`src/rtl/ap_ctrl_trace_recorder_if.sv`:
```
// Bundles the observed ap_ctrl handshake and the outgoing record stream.
// master = the recorder, slave = the handshake source and record consumer.
interface ap_ctrl_trace_recorder_if #(
  parameter int TS_W = 32
);
  logic            mon_ap_start;
  logic            mon_ap_ready;
  logic            mon_ap_done;
  logic            mon_ap_continue;
  logic            rec_valid;
  logic            rec_ready;
  logic [1:0]      rec_kind;
  logic [TS_W-1:0] rec_ts;
  logic [TS_W-1:0] rec_data;

  modport master (
    input  mon_ap_start, mon_ap_ready, mon_ap_done, mon_ap_continue, rec_ready,
    output rec_valid, rec_kind, rec_ts, rec_data
  );

  modport slave (
    output mon_ap_start, mon_ap_ready, mon_ap_done, mon_ap_continue, rec_ready,
    input  rec_valid, rec_kind, rec_ts, rec_data
  );
endinterface

```
`src/rtl/ap_ctrl_trace_recorder.sv`:
```
// Timestamps ap_ctrl START/DONE events into a show-ahead record FIFO with overflow records.
// Optional macro APCTRL_TRACE_INTERVAL_EN makes START records carry the start-to-start interval.
module ap_ctrl_trace_recorder #(
  parameter int TS_W  = 32,
  parameter int DEPTH = 8
) (
  input  logic                      ap_clk,
  input  logic                      ap_rst_n,
  input  logic                      enable,
  ap_ctrl_trace_recorder_if.master  bus,
  output logic [15:0]               drop_cnt,
  output logic                      busy
);
  localparam int CW = (DEPTH > 1) ? $clog2(DEPTH) : 1;
  localparam logic [CW:0] FULL_C = (CW+1)'(DEPTH);
  localparam logic [1:0] K_START = 2'b00;
  localparam logic [1:0] K_DONE  = 2'b01;
  localparam logic [1:0] K_OVF   = 2'b10;

  typedef enum logic [1:0] {ST_IDLE = 2'd0, ST_RUN = 2'd1, ST_WAIT = 2'd2} state_t;

  state_t          state_q;
  logic            busy_q;
  logic [TS_W-1:0] ts_q;
  logic [TS_W-1:0] start_ts_q;
`ifdef APCTRL_TRACE_INTERVAL_EN
  logic [TS_W-1:0] prev_start_ts_q;
  logic            have_prev_q;
`endif
  logic [1:0]      kind_mem_q [DEPTH];
  logic [TS_W-1:0] ts_mem_q   [DEPTH];
  logic [TS_W-1:0] data_mem_q [DEPTH];
  logic [CW-1:0]   rd_ptr_q, wr_ptr_q;
  logic [CW:0]     count_q;
  logic            pending_ovf_q;
  logic [TS_W-1:0] drop_run_q;
  logic [15:0]     drop_cnt_q;

  logic            start_ev_s, done_ev_s, ev_s, pop_s, space_s;
  logic [TS_W-1:0] interval_s, latency_s;
  logic            push_s, drop_s, clear_ovf_s, set_ovf_s;
  logic [1:0]      push_kind_s;
  logic [TS_W-1:0] push_data_s;
  logic            ready_unused;

  assign ready_unused = bus.mon_ap_ready;

  assign start_ev_s = (state_q == ST_IDLE) && bus.mon_ap_start;
  assign done_ev_s  = (state_q == ST_RUN) && bus.mon_ap_done;
  assign ev_s       = enable && (start_ev_s || done_ev_s);
  assign pop_s      = (count_q != {(CW+1){1'b0}}) && bus.rec_ready;
  assign space_s    = (count_q != FULL_C) || pop_s;
  assign latency_s  = ts_q - start_ts_q;
`ifdef APCTRL_TRACE_INTERVAL_EN
  assign interval_s = have_prev_q ? (ts_q - prev_start_ts_q) : {TS_W{1'b0}};
`else
  assign interval_s = {TS_W{1'b0}};
`endif

  // Push/drop decision; a pending overflow record takes priority so ordering is preserved.
  always_comb begin
    push_s      = 1'b0;
    push_kind_s = K_START;
    push_data_s = {TS_W{1'b0}};
    drop_s      = 1'b0;
    clear_ovf_s = 1'b0;
    set_ovf_s   = 1'b0;
    if (pending_ovf_q) begin
      drop_s = ev_s;
      if (space_s) begin
        push_s      = 1'b1;
        push_kind_s = K_OVF;
        push_data_s = drop_run_q + {{(TS_W-1){1'b0}}, ev_s};
        clear_ovf_s = 1'b1;
      end else begin
        clear_ovf_s = 1'b0;
      end
    end else if (ev_s) begin
      if (space_s) begin
        push_s      = 1'b1;
        push_kind_s = start_ev_s ? K_START : K_DONE;
        push_data_s = start_ev_s ? interval_s : latency_s;
      end else begin
        drop_s    = 1'b1;
        set_ovf_s = 1'b1;
      end
    end else begin
      push_s = 1'b0;
    end
  end

  // Handshake-tracking FSM with registered busy flag and start timestamps.
  always_ff @(posedge ap_clk or negedge ap_rst_n) begin
    if (!ap_rst_n) begin
      state_q         <= ST_IDLE;
      busy_q          <= 1'b0;
      start_ts_q      <= {TS_W{1'b0}};
`ifdef APCTRL_TRACE_INTERVAL_EN
      prev_start_ts_q <= {TS_W{1'b0}};
      have_prev_q     <= 1'b0;
`endif
    end else begin
      case (state_q)
        ST_IDLE: begin
          if (bus.mon_ap_start) begin
            state_q         <= ST_RUN;
            busy_q          <= 1'b1;
            start_ts_q      <= ts_q;
`ifdef APCTRL_TRACE_INTERVAL_EN
            prev_start_ts_q <= ts_q;
            have_prev_q     <= 1'b1;
`endif
          end
        end
        ST_RUN: begin
          if (bus.mon_ap_done) begin
            state_q <= bus.mon_ap_continue ? ST_IDLE : ST_WAIT;
            busy_q  <= !bus.mon_ap_continue;
          end
        end
        ST_WAIT: begin
          if (bus.mon_ap_continue) begin
            state_q <= ST_IDLE;
            busy_q  <= 1'b0;
          end
        end
        default: begin
          state_q <= ST_IDLE;
          busy_q  <= 1'b0;
        end
      endcase
    end
  end

  // Timestamp counter and overflow bookkeeping.
  always_ff @(posedge ap_clk or negedge ap_rst_n) begin
    if (!ap_rst_n) begin
      ts_q          <= {TS_W{1'b0}};
      pending_ovf_q <= 1'b0;
      drop_run_q    <= {TS_W{1'b0}};
      drop_cnt_q    <= 16'h0000;
    end else begin
      if (enable) ts_q <= ts_q + TS_W'(1);
      if (clear_ovf_s) begin
        pending_ovf_q <= 1'b0;
        drop_run_q    <= {TS_W{1'b0}};
      end else if (set_ovf_s || drop_s) begin
        pending_ovf_q <= 1'b1;
        drop_run_q    <= drop_run_q + TS_W'(1);
      end
      if (drop_s && (drop_cnt_q != 16'hFFFF)) drop_cnt_q <= drop_cnt_q + 16'h0001;
    end
  end

  // Record storage; storage is cleared so the head reads zero after reset.
  always_ff @(posedge ap_clk or negedge ap_rst_n) begin
    if (!ap_rst_n) begin
      for (int i = 0; i < DEPTH; i++) begin
        kind_mem_q[i] <= 2'b00;
        ts_mem_q[i]   <= {TS_W{1'b0}};
        data_mem_q[i] <= {TS_W{1'b0}};
      end
      rd_ptr_q <= {CW{1'b0}};
      wr_ptr_q <= {CW{1'b0}};
      count_q  <= {(CW+1){1'b0}};
    end else begin
      if (push_s) begin
        kind_mem_q[wr_ptr_q] <= push_kind_s;
        ts_mem_q[wr_ptr_q]   <= ts_q;
        data_mem_q[wr_ptr_q] <= push_data_s;
        wr_ptr_q             <= wr_ptr_q + CW'(1);
      end
      if (pop_s) rd_ptr_q <= rd_ptr_q + CW'(1);
      case ({push_s, pop_s})
        2'b10:   count_q <= count_q + (CW+1)'(1);
        2'b01:   count_q <= count_q - (CW+1)'(1);
        default: count_q <= count_q;
      endcase
    end
  end

  assign bus.rec_valid = (count_q != {(CW+1){1'b0}});
  assign bus.rec_kind  = kind_mem_q[rd_ptr_q];
  assign bus.rec_ts    = ts_mem_q[rd_ptr_q];
  assign bus.rec_data  = data_mem_q[rd_ptr_q];
  assign drop_cnt      = drop_cnt_q;
  assign busy          = busy_q;
endmodule

```
`src/flat_wrapper.sv`:
```
// flat-port wrapper written by rule: the top's interface ports become plain ports
module ap_ctrl_trace_recorder_flat 
#(
  parameter int TS_W  = 32,
  parameter int DEPTH = 8
)
  (ap_clk, ap_rst_n, enable, drop_cnt, busy, bus_mon_ap_start, bus_mon_ap_ready, bus_mon_ap_done, bus_mon_ap_continue, bus_rec_ready, bus_rec_valid, bus_rec_kind, bus_rec_ts, bus_rec_data);
  ap_ctrl_trace_recorder_if #(.TS_W(TS_W)) bus_i ();
  input  logic ap_clk;
  input  logic ap_rst_n;
  input  logic enable;
  output logic [15:0] drop_cnt;
  output logic busy;
  input wire logic [$bits(bus_i.mon_ap_start)-1:0] bus_mon_ap_start;
  input wire logic [$bits(bus_i.mon_ap_ready)-1:0] bus_mon_ap_ready;
  input wire logic [$bits(bus_i.mon_ap_done)-1:0] bus_mon_ap_done;
  input wire logic [$bits(bus_i.mon_ap_continue)-1:0] bus_mon_ap_continue;
  input wire logic [$bits(bus_i.rec_ready)-1:0] bus_rec_ready;
  output wire logic [$bits(bus_i.rec_valid)-1:0] bus_rec_valid;
  output wire logic [$bits(bus_i.rec_kind)-1:0] bus_rec_kind;
  output wire logic [$bits(bus_i.rec_ts)-1:0] bus_rec_ts;
  output wire logic [$bits(bus_i.rec_data)-1:0] bus_rec_data;
  assign bus_i.mon_ap_start = bus_mon_ap_start;
  assign bus_i.mon_ap_ready = bus_mon_ap_ready;
  assign bus_i.mon_ap_done = bus_mon_ap_done;
  assign bus_i.mon_ap_continue = bus_mon_ap_continue;
  assign bus_i.rec_ready = bus_rec_ready;
  assign bus_rec_valid = bus_i.rec_valid;
  assign bus_rec_kind = bus_i.rec_kind;
  assign bus_rec_ts = bus_i.rec_ts;
  assign bus_rec_data = bus_i.rec_data;
  ap_ctrl_trace_recorder #(.TS_W(TS_W), .DEPTH(DEPTH)) u_core (.ap_clk(ap_clk), .ap_rst_n(ap_rst_n), .enable(enable), .bus(bus_i), .drop_cnt(drop_cnt), .busy(busy));
endmodule
```
`config.mk`:
```
export PLATFORM = sky130hd
export DESIGN_NAME = ap_ctrl_trace_recorder_flat
export DESIGN_NICKNAME = d
export VERILOG_FILES = /design/src/rtl/ap_ctrl_trace_recorder_if.sv /design/src/rtl/ap_ctrl_trace_recorder.sv /design/src/flat_wrapper.sv
export SDC_FILE = /design/constraint.sdc
export NUM_CORES = 1
export LEC_CHECK = 0
export CORE_ASPECT_RATIO = 0.9
export CORE_MARGIN = 5
export CORE_UTILIZATION = 35
export DETAILED_ROUTE_END_ITERATION = 7
export MAX_ROUTING_LAYER = met4
export PLACE_DENSITY = 0.58
export SLEW_MARGIN = 20
export SYNTH_ARGS = -nofsm -noshare
export SYNTH_HDL_FRONTEND = slang
export SYNTH_SLANG_ARGS = --single-unit
```
`constraint.sdc`:
```
create_clock -name ap_clk -period 6.88 [get_ports ap_clk]
set_input_delay 2.064 -clock ap_clk [delete_from_list [all_inputs] [get_ports ap_clk]]
set_output_delay 2.064 -clock ap_clk [all_outputs]
set_load 0.02 [all_outputs]
```
# After elaboration in Yosys (flattened, before gate mapping)
# Index checks and enable logic that the tools add are counted.
[word_totals]
reg_bits = 654
input_bits = 8
output_inout_bits = 84
[classes]
add_sub_neg = 9
order_cmp = 3
n_eq_ne = 9
mux = 48
bitwise_logic = 2
n_reduce_logical = 16
[op_table]
columns = ["operator", "count"]
rows = [
  ["256-bit bitwise mux", 2],
  ["32-bit 2-to-1 mux", 12],
  ["32-bit binary-select mux with 3-bit select", 2],
  ["32-bit demux with 3-bit select", 1],
  ["32-bit by 1-bit adder with 32-bit output, second input constant", 2],
  ["32-bit by 1-bit adder with 32-bit output", 1],
  ["32-bit subtractor", 1],
  ["2-bit 2-to-1 mux", 11],
  ["16-bit by 1-bit adder with 16-bit output, second input constant", 1],
  ["16-bit bitwise mux", 1],
  ["16-bit != test, second input constant", 1],
  ["1-bit 2-to-1 mux", 14],
  ["4-bit greater-or-equal comparator, second input constant", 2],
  ["3-bit inverter with 4-bit output", 2],
  ["4-bit one-hot mux with 2 select lines", 1],
  ["3-bit by 1-bit adder with 3-bit output, second input constant", 2],
  ["2-bit binary-select mux with 3-bit select", 1],
  ["2-bit demux with 3-bit select", 1],
  ["1-bit logical AND", 6],
  ["2-bit != test, second input constant", 3],
  ["2-bit one-hot mux with 3 select lines", 1],
  ["4-bit by 1-bit adder with 4-bit output, second input constant", 1],
  ["2-bit by 1-bit equality test with 1-bit output, second input constant", 2],
  ["2-bit equality test, second input constant", 2],
  ["11 further kinds", 14],
]

# Depth between registers and ports, before layout
# Gate-level depths: netlist of run 1.
[depth]
ltp_word = 9
depth_mapped = 13

# Worst setup path after synthesis of run 1
# No wires, ideal clock.
[synth_timing]
path_type = "input -> register"
startpoint = "input port enable"
endpoint = "register u_core.data_mem_q[159] (netlist name)"
setup_ns = 0.148
arrival_time_ns = 4.682
t_required_ns = 6.732
path_slack_ns = 2.050
stages = 12
n_path_buf = 1
path_cell_list = "buf_2 nand2b_1 a21oi_1 ha_1 nand3_1 nor3_1 nand2_1 nor4_1 xnor2_1 nor2_1 nor3b_1 o21ai_0"
[synth_between]
elab_chain_cells = 5
[synth_lines]
columns = ["element", "line", "rtl"]
rows = [
  ["from (decl)", "flat_wrapper.sv:11", "input logic enable;"],
  ["1-bit logical AND (*)", "ap_ctrl_trace_recorder.sv:50", "assign ev_s = enable && (start_ev_s || done_ev_s);"],
  ["32-bit by 1-bit adder with 32-bit output", "ap_ctrl_trace_recorder.sv:73", "push_data_s = drop_run_q + {{(TS_W-1){1'b0}}, ev_s};"],
  ["32-bit 2-to-1 mux", "ap_ctrl_trace_recorder.sv:70", "if (space_s) begin"],
  ["32-bit 2-to-1 mux", "ap_ctrl_trace_recorder.sv:68", "if (pending_ovf_q) begin"],
  ["256-bit bitwise mux", "ap_ctrl_trace_recorder.sv:170", "data_mem_q[wr_ptr_q] <= push_data_s;"],
  ["to (signal, indexed assignment)", "ap_ctrl_trace_recorder.sv:161", "data_mem_q[i] <= {TS_W{1'b0}};"],
  ["to (signal, indexed assignment)", "ap_ctrl_trace_recorder.sv:170", ""],
  ["to (decl)", "ap_ctrl_trace_recorder.sv:32", "logic [TS_W-1:0] data_mem_q [DEPTH];"],
]
# Every way passes the cells marked *; elsewhere a longest branch is shown, timed or not.
# A chain may end at the register's enable or synchronous reset.

# Final worst setup path of run 1
[layout_timing]
startpoint = "register u_core.rd_ptr_q[1]"
endpoint = "output port bus_rec_data[8]"
[layout_between]
elab_chain_cells = 4
[layout_lines]
columns = ["element", "line", "rtl"]
rows = [
  ["from (decl)", "ap_ctrl_trace_recorder.sv:33", "logic [CW-1:0] rd_ptr_q, wr_ptr_q;"],
  ["from (signal assigned)", "ap_ctrl_trace_recorder.sv:163", "rd_ptr_q <= {CW{1'b0}};"],
  ["from (signal assigned)", "ap_ctrl_trace_recorder.sv:173", "if (pop_s) rd_ptr_q <= rd_ptr_q + CW'(1);"],
  ["3-bit inverter with 4-bit output (not written as such)", "ap_ctrl_trace_recorder.sv:185", "assign bus.rec_data = data_mem_q[rd_ptr_q];"],
  ["32-bit binary-select mux with 3-bit select", "ap_ctrl_trace_recorder.sv:185", ""],
  ["32-bit 2-to-1 mux (not written as such) (2 in series)", "ap_ctrl_trace_recorder.sv:185", ""],
  ["to (decl)", "flat_wrapper.sv:22", "output wire logic [$bits(bus_i.rec_data)-1:0] bus_rec_data;"],
]
# Every way passes these cells. The select of a mux whose other input is x is not followed.

==> results.md, run 1 <==
- Setup violators final: 0
- Slew margin rel.: 31.5%
- Routed Antenna Nets: 0
- Kind of critical path: reg2out
- Num CTS Buffers: 73
- Crit share post-route: 80.9%
- CTS sink cnt: about 650
- Status: finished, final reports clean
- Peak supply drop: 0.288 mV
- Syn avg cell area: 11.8 µm²
- Crit path launch type: flip-flop
- Crit-path leading delay family: flip-flops
- Crit path buf inv count: 2
- Clock Tree Buf Depth: 3
- CTS HTree Levels: 3
- HP Class: reg2reg
- Post-CTS setup buffers: 0
- Yosys cell types: 70
- Aggregate global routing overflow: 0
- Via count: 20,524
- Critical path's slowest cell: dfrtp_4
- Drt via density: 5.31
- Layout cells sized above 1: 24.1%
- Final Hold Violating Endpoints: 0
- Final Net Count: 2,703
- Initial antenna violation count: 0
- Clk_skew: about 26 ps
- Final Critical Period: 5570 ps
- Number of gates resized after CTS: 0
- Rows: a little over 100
- DRC errors left: 0
- Largest net degree at the start of global routing: 148
- Vias in the first global route: 21,827
- CTS Hold Bufs: 0
- PwrDens: 380 nW/µm²
- CTS tree: yes
- Ys async rst share: 100%
- Cells after DPL: 3,732
- Die area: between 90,000 and 100,000 µm²
- Chip height: 293 µm
- LEAKAGE: 16.2 nW
- Detailed Place HPWL: roughly 49,000 µm
- Most frequent cells in the layout: 651 x dfrtp_1, 338 x mux2_2, 334 x nand2_1, 205 x o21ai_0, 169 x nor2_1
- Finished Layout Cells: 3,866
- Pins Over Slew Limit: 0
- First-pass GRT wire length: 125,000 µm
- RD Place Congestion: 0.887
- Commonest non-fill, non-tap cell in the layout: dfrtp_1
- Root buf cell: clkbuf_16
- Post-synth EDFFs: 0
- F_max: about 180 MHz
- Critical-path cell list: buf_4, mux4_2, mux2_2, clkdlybuf4s50_1
- Post-synthesis register bit count: 654
- WP data arrival: 3500 ps
- Later-pin clock latency in the skew report: 640 ps
- Max cap viols: 0
- Mapped Cells: 2,647
- Worst-margin pin slew: slightly above 1000 ps
- Post-synthesis sequential area ratio: 52.4%
- Post-route setup TNS: 0 ps
- CP max FO: 57
- Top FF cell, synth: dfrtp_1
- Core Footprint: 88,100 µm²
- Yosys warns: 0
- Initial core utilization: between 30% and 40%
- Antenna cells: 0
- Final wirelength: 78,100 µm
- Slowest stage delay, CP: 1060 ps
- DRT iter0 DRCs: approximately 1,400
- Crit. End Element: primary output
- RSZ-0062 raised after global routing: no
- Syn Std Cell Area: roughly 31,000 µm²
- I/O pins: 92
- Worst EP required: 4820 ps
- Die Wd: around 320 µm
- WL/cell: 20.2 µm
- I/O Buffers: 90
- Syn nets: approximately 2,700
- Worst-path clk slew: around 60 ps
- Gr usage total: between 10% and 20%
- DRT Pass-1 Iters: 6
- Area growth syn-to-layout: 14.2%
- Final Core Density: 40.4%
[path summary, 6_finish.rpt]
kind / from / end / slack (ps) / cells after the start
worst max register to register: u_core.ts_q[0]$_DFFE_PN0P_ / u_core.data_mem_q[210]$_DFFE_PN0P_ / 2840 / 11
worst min register to register: u_core.ts_mem_q[0]$_DFFE_PN0P_ / u_core.ts_mem_q[0]$_DFFE_PN0P_ / 470 / 2
worst max-delay path: u_core.rd_ptr_q[1]$_DFFE_PN0P_ / bus_rec_data[8] / 1310 / 4
max in group asynchronous: ap_rst_n / u_core.ts_mem_q[91]$_DFFE_PN0P_ / 3930 / 2
min in group asynchronous: ap_rst_n / u_core.data_mem_q[49]$_DFFE_PN0P_ / 1520 / 1
worst min-delay path: u_core.ts_mem_q[0]$_DFFE_PN0P_ / u_core.ts_mem_q[0]$_DFFE_PN0P_ / 470 / 2
[per-layer routing]
metal  GRT usage [%]  routed length [µm]  vias up
li1                -                   -     9337
met1            22.5               35700    10631
met2            27.4               37400      452
met3            2.87                3640      104
met4            3.82                1400        0
met5               -                   0        -
[cell type report]
type | count | area [µm²]
repair buffers | 128 | 1320
fillers | 8276 | 52500
clock buffers | 104 | 2050
inverters | 49 | 184
flip-flops and latches | 654 | 16400
clock inverters | 30 | 312
well taps | 1155 | 1450
multi-input cells | 1746 | 13900
[synth_stat cells, types with 3 or more instances]
library cell | number | area (µm²)
a211oi_1 | 3 | 22.5
a21o_1 | 16 | 120
a21oi_1 | 128 | 641
a22oi_1 | 15 | 113
a31oi_1 | 6 | 37.5
and2_1 | 9 | 56.3
and3_1 | 20 | 125
buf_1 | 26 | 97.6
buf_2 | 20 | 100
clkbuf_1 | 151 | 567
dfrtp_1 | 654 | 16400
ha_1 | 41 | 513
inv_1 | 48 | 180
mux2_2 | 338 | 3810
mux2_4 | 4 | 60.1
mux4_2 | 132 | 2970
nand2_1 | 334 | 1250
nand2b_1 | 10 | 62.6
nand3_1 | 36 | 180
nand4_1 | 33 | 206
nor2_1 | 170 | 638
nor2b_1 | 3 | 18.8
nor3_1 | 16 | 80.1
nor4_1 | 13 | 81.3
o211a_1 | 3 | 30.0
o21a_1 | 4 | 30.0
o21ai_0 | 205 | 1030
o22ai_1 | 5 | 31.3
o31ai_1 | 3 | 22.5
or2_2 | 7 | 43.8
or3_1 | 10 | 62.6
or4_1 | 5 | 37.5
xnor2_1 | 68 | 596
xor2_1 | 63 | 552
[power breakdown]
group	internal (mW)	switching, mW
clock	2.25	1.61
sequential	4.62	0.602
combinational	2.07	2.41
total	8.93	4.62
[registers in the layout, summed over array words and instances (netlist names), 2 cells and up]
| name | flops |
|---|---|
| u_core.count_q | 4 |
| u_core.data_mem_q | 256 |
| u_core.drop_cnt | 16 |
| u_core.drop_run_q | 32 |
| u_core.kind_mem_q | 16 |
| u_core.rd_ptr_q | 3 |
| u_core.start_ts_q | 32 |
| u_core.state_q | 2 |
| u_core.ts_mem_q | 256 |
| u_core.ts_q | 32 |
| u_core.wr_ptr_q | 3 |
[through the flow]
| stage | setup slack, ps | power (mW) | hold slack, ps | instance area [µm²] |
|---|---|---|---|---|
| 6_report | 1310 | 13.6 | 473 | 35600 |
| 2_1_floorplan | 2050 | 8.19 | 441 | 31200 |
| 4_1_cts | 1290 | 13.7 | 476 | 35600 |
| 3_5_place_dp | 853 | 9.80 | 463 | 33300 |
| 5_1_grt | 1150 | 14.3 | 497 | 35600 |
| 3_3_place_gp | 985 | 9.62 | 455 | 33300 |
[worst register-to-register path, stage by stage, from the launching register on]
cell and delay [ps]:
dfrtp_1 510, inv_1 200, ha_1 260, fa_1 410, nor2b_1 200, o2111ai_1 170
a21oi_1 410, o31a_1 340, a211oi_1 140, xnor2_1 190, a21oi_1 830, o21ai_0 250
[cell families (layout without fill, tap and decap cells)]
family                     Yosys count  after routing  share of synthesized area, %
xor gates and xnor gates           131            131                          3.68
muxes                              477            477                          22.0
AOI/OAI and AO/OA                  417            417                          7.50
DFF                                654            654                          52.4
and+or+nand+nor                    678            678                          9.51
adders and majority gates           43             43                          1.77
buffers and inverters              247            311                          3.08
No activity file was read; power rests on OpenSTA's default activity.
==> run 2: changes to the inputs <==
==> constraint.sdc (replaced) <==
create_clock -name ap_clk -period 5.3 [get_ports ap_clk]
set_input_delay 1.59 -clock ap_clk [delete_from_list [all_inputs] [get_ports ap_clk]]
set_output_delay 1.59 -clock ap_clk [all_outputs]
set_load 0.02 [all_outputs]
==> run 2 against run 1 <==
Register-to-register slack got worse by 1500 ps. Critical path depth stayed put. Cell count is 0.83% higher. Setup slack got worse by 780 ps. Total power rose by 32%. Via count grew 0.21%. Non-clock buffer count grew 31. Combinational power is 31% higher. Sequential power up 30%. Highest routed layer unchanged. First-iteration DRC count decreased by 6.7%. Final area is 1.4% higher.
==> results.md, run 2 (same netlist as run 1, synthesis figures left out) <==
- CP max FO: 74
- DRC errors left: 0
- Rows: 103
- Layout cells sized above 1: between 20% and 30%
- Most frequent cells in the layout: 651 x dfrtp_1, 338 x mux2_2, 334 x nand2_1, 205 x o21ai_0, 169 x nor2_1
- Final Net Count: 2,735
- Worst reg2reg startpoint: u_core.ts_q[13]$_DFFE_PN0P_
- Worst-path clk slew: roughly 60 ps
- Post-CTS setup buffers: 0
- Number of gates resized after CTS: 0
- Status: finished, final reports clean
- Max cap viols: 0
- Final wirelength: 77,900 µm
- Crit. End Element: primary output
- Core Footprint: 88,100 µm²
- Post-route setup TNS: 0 ps
- Regs by FF count: u_core.data_mem_q x256, u_core.ts_mem_q x256
- RSZ-0062 raised after global routing: no
- CTS tree: yes
- CTS HTree Levels: 3
- Drt via density: 5.28
- DRT Pass-1 Iters: 5
- Worst Hold Launch: u_core.ts_mem_q[38]$_DFFE_PN0P_
- Crit share post-route: 90.0%
- Vias in the first global route: 21,928
- I/O pins: 92
- Pins Over Slew Limit: 0
- Clk_skew: about 27 ps
- Worst Setup SP: u_core.rd_ptr_q[0]$_DFFE_PN0P_
- Worst EP required: 3710 ps
- Aggregate global routing overflow: 0
- Largest net degree at the start of global routing: between 90 and 100
- Area growth syn-to-layout: 15.8%
- F_max: 210 MHz
- WP data arrival: roughly 3200 ps
- Setup violators final: 0
- Num CTS Buffers: 74
- Commonest non-fill, non-tap cell in the layout: dfrtp_1
- Gr usage total: between 10% and 20%
- Fillers: 8,262
- CTS sink cnt: roughly 650
- First-pass GRT wire length: between 100,000 and 150,000 µm
- Routed Antenna Nets: 0
- Peak supply drop: 0.338 mV
- Initial core utilization: 35.4%
- DRT iter0 DRCs: 1,280
- Final Hold Violating Endpoints: 0
- Die area: 95,200 µm²
- WL/cell: ~20 µm
- LEAKAGE: 16.5 nW
- Worst-margin pin slew: 990 ps
- Final Critical Period: 4770 ps
- CTS Hold Bufs: 0
- Later-pin clock latency in the skew report: 630 ps
- Chip height: 293 µm
- HP Class: reg2reg
- Clock Tree Buf Depth: 3
- Via count: 20,568
- Detailed Place HPWL: 49,700 µm
- I/O Buffers: 90
- Root buf cell: clkbuf_16
- Slew margin rel.: 34.0%
- Antenna cells: 0
- Initial antenna violation count: 1
- RD Place Congestion: 0.888
- Kind of critical path: reg2out
- PwrDens: 497 nW/µm²
- Hold WS: 471 ps
- Die Wd: 325 µm
- Crit path launch type: flip-flop
-- run 2: metal layers --
layer,share of wire (%),up-vias,track usage (%)
li1,-,9415,-
met1,46,10658,22.8
met2,48,410,27.4
met4,1.9,0,3.98
met3,3.9,85,2.43
met5,0,-,-
-- run 2: where the power goes --
part	total (mW)	switching, mW	internal (mW)
combinational	5.88	3.12	2.75
sequential	6.79	0.797	5.99
clock	5.28	2.11	3.17
-- run 2: layout make-up --
| class | instances | area, µm² | area share, % |
|---|---|---|---|
| Tap cell | 1155 | 1450 | 4.00 |
| Timing Repair Buffer | 159 | 1660 | 4.60 |
| Inverter | 49 | 184 | 0.509 |
| Multi-Input combinational cell | 1746 | 13900 | 38.6 |
| Clock inverter | 30 | 359 | 0.994 |
| Sequential cell | 654 | 16400 | 45.3 |
| Clock buffer | 105 | 2170 | 6.01 |
-- run 2: critical path, cell delays in order (launching register included) --
cell and delay, ps:
dfrtp_4 480, buf_12 480, mux4_2 610, mux2_2 310
clkdlybuf4s50_1 550
-- run 2: path summary, 6_finish.rpt --
| path | to | slack, ps | cells after the start |
|---|---|---|---|
| worst max-delay path | bus_rec_data[29] | 530 | 4 |
| worst min register to register | u_core.ts_mem_q[38]$_DFFE_PN0P_ | 470 | 2 |
| max in group asynchronous | u_core.data_mem_q[77]$_DFFE_PN0P_ | 3050 | 2 |
| worst min-delay path | u_core.ts_mem_q[38]$_DFFE_PN0P_ | 470 | 2 |
| min in group asynchronous | u_core.data_mem_q[177]$_DFFE_PN0P_ | 1060 | 1 |
| worst max register to register | u_core.data_mem_q[220]$_DFFE_PN0P_ | 1340 | 9 |
-- run 2: per-stage QoR --
stage / total power [mW] / std cells / cell area (µm²) / setup WS [ps] / utilization, %
after global routing: 18.9 / 3898 / 36100 / 376 / 41.0
after detailed placement: 12.8 / 3763 / 33600 / 143 / 38.1
after CTS: 18.2 / 3898 / 36100 / 445 / 41.0
after global placement: 12.6 / 3763 / 33600 / 190 / 38.1
final: 17.9 / 3898 / 36100 / 533 / 41.0
after floorplan: 10.6 / 2647 / 31200 / 944 / -
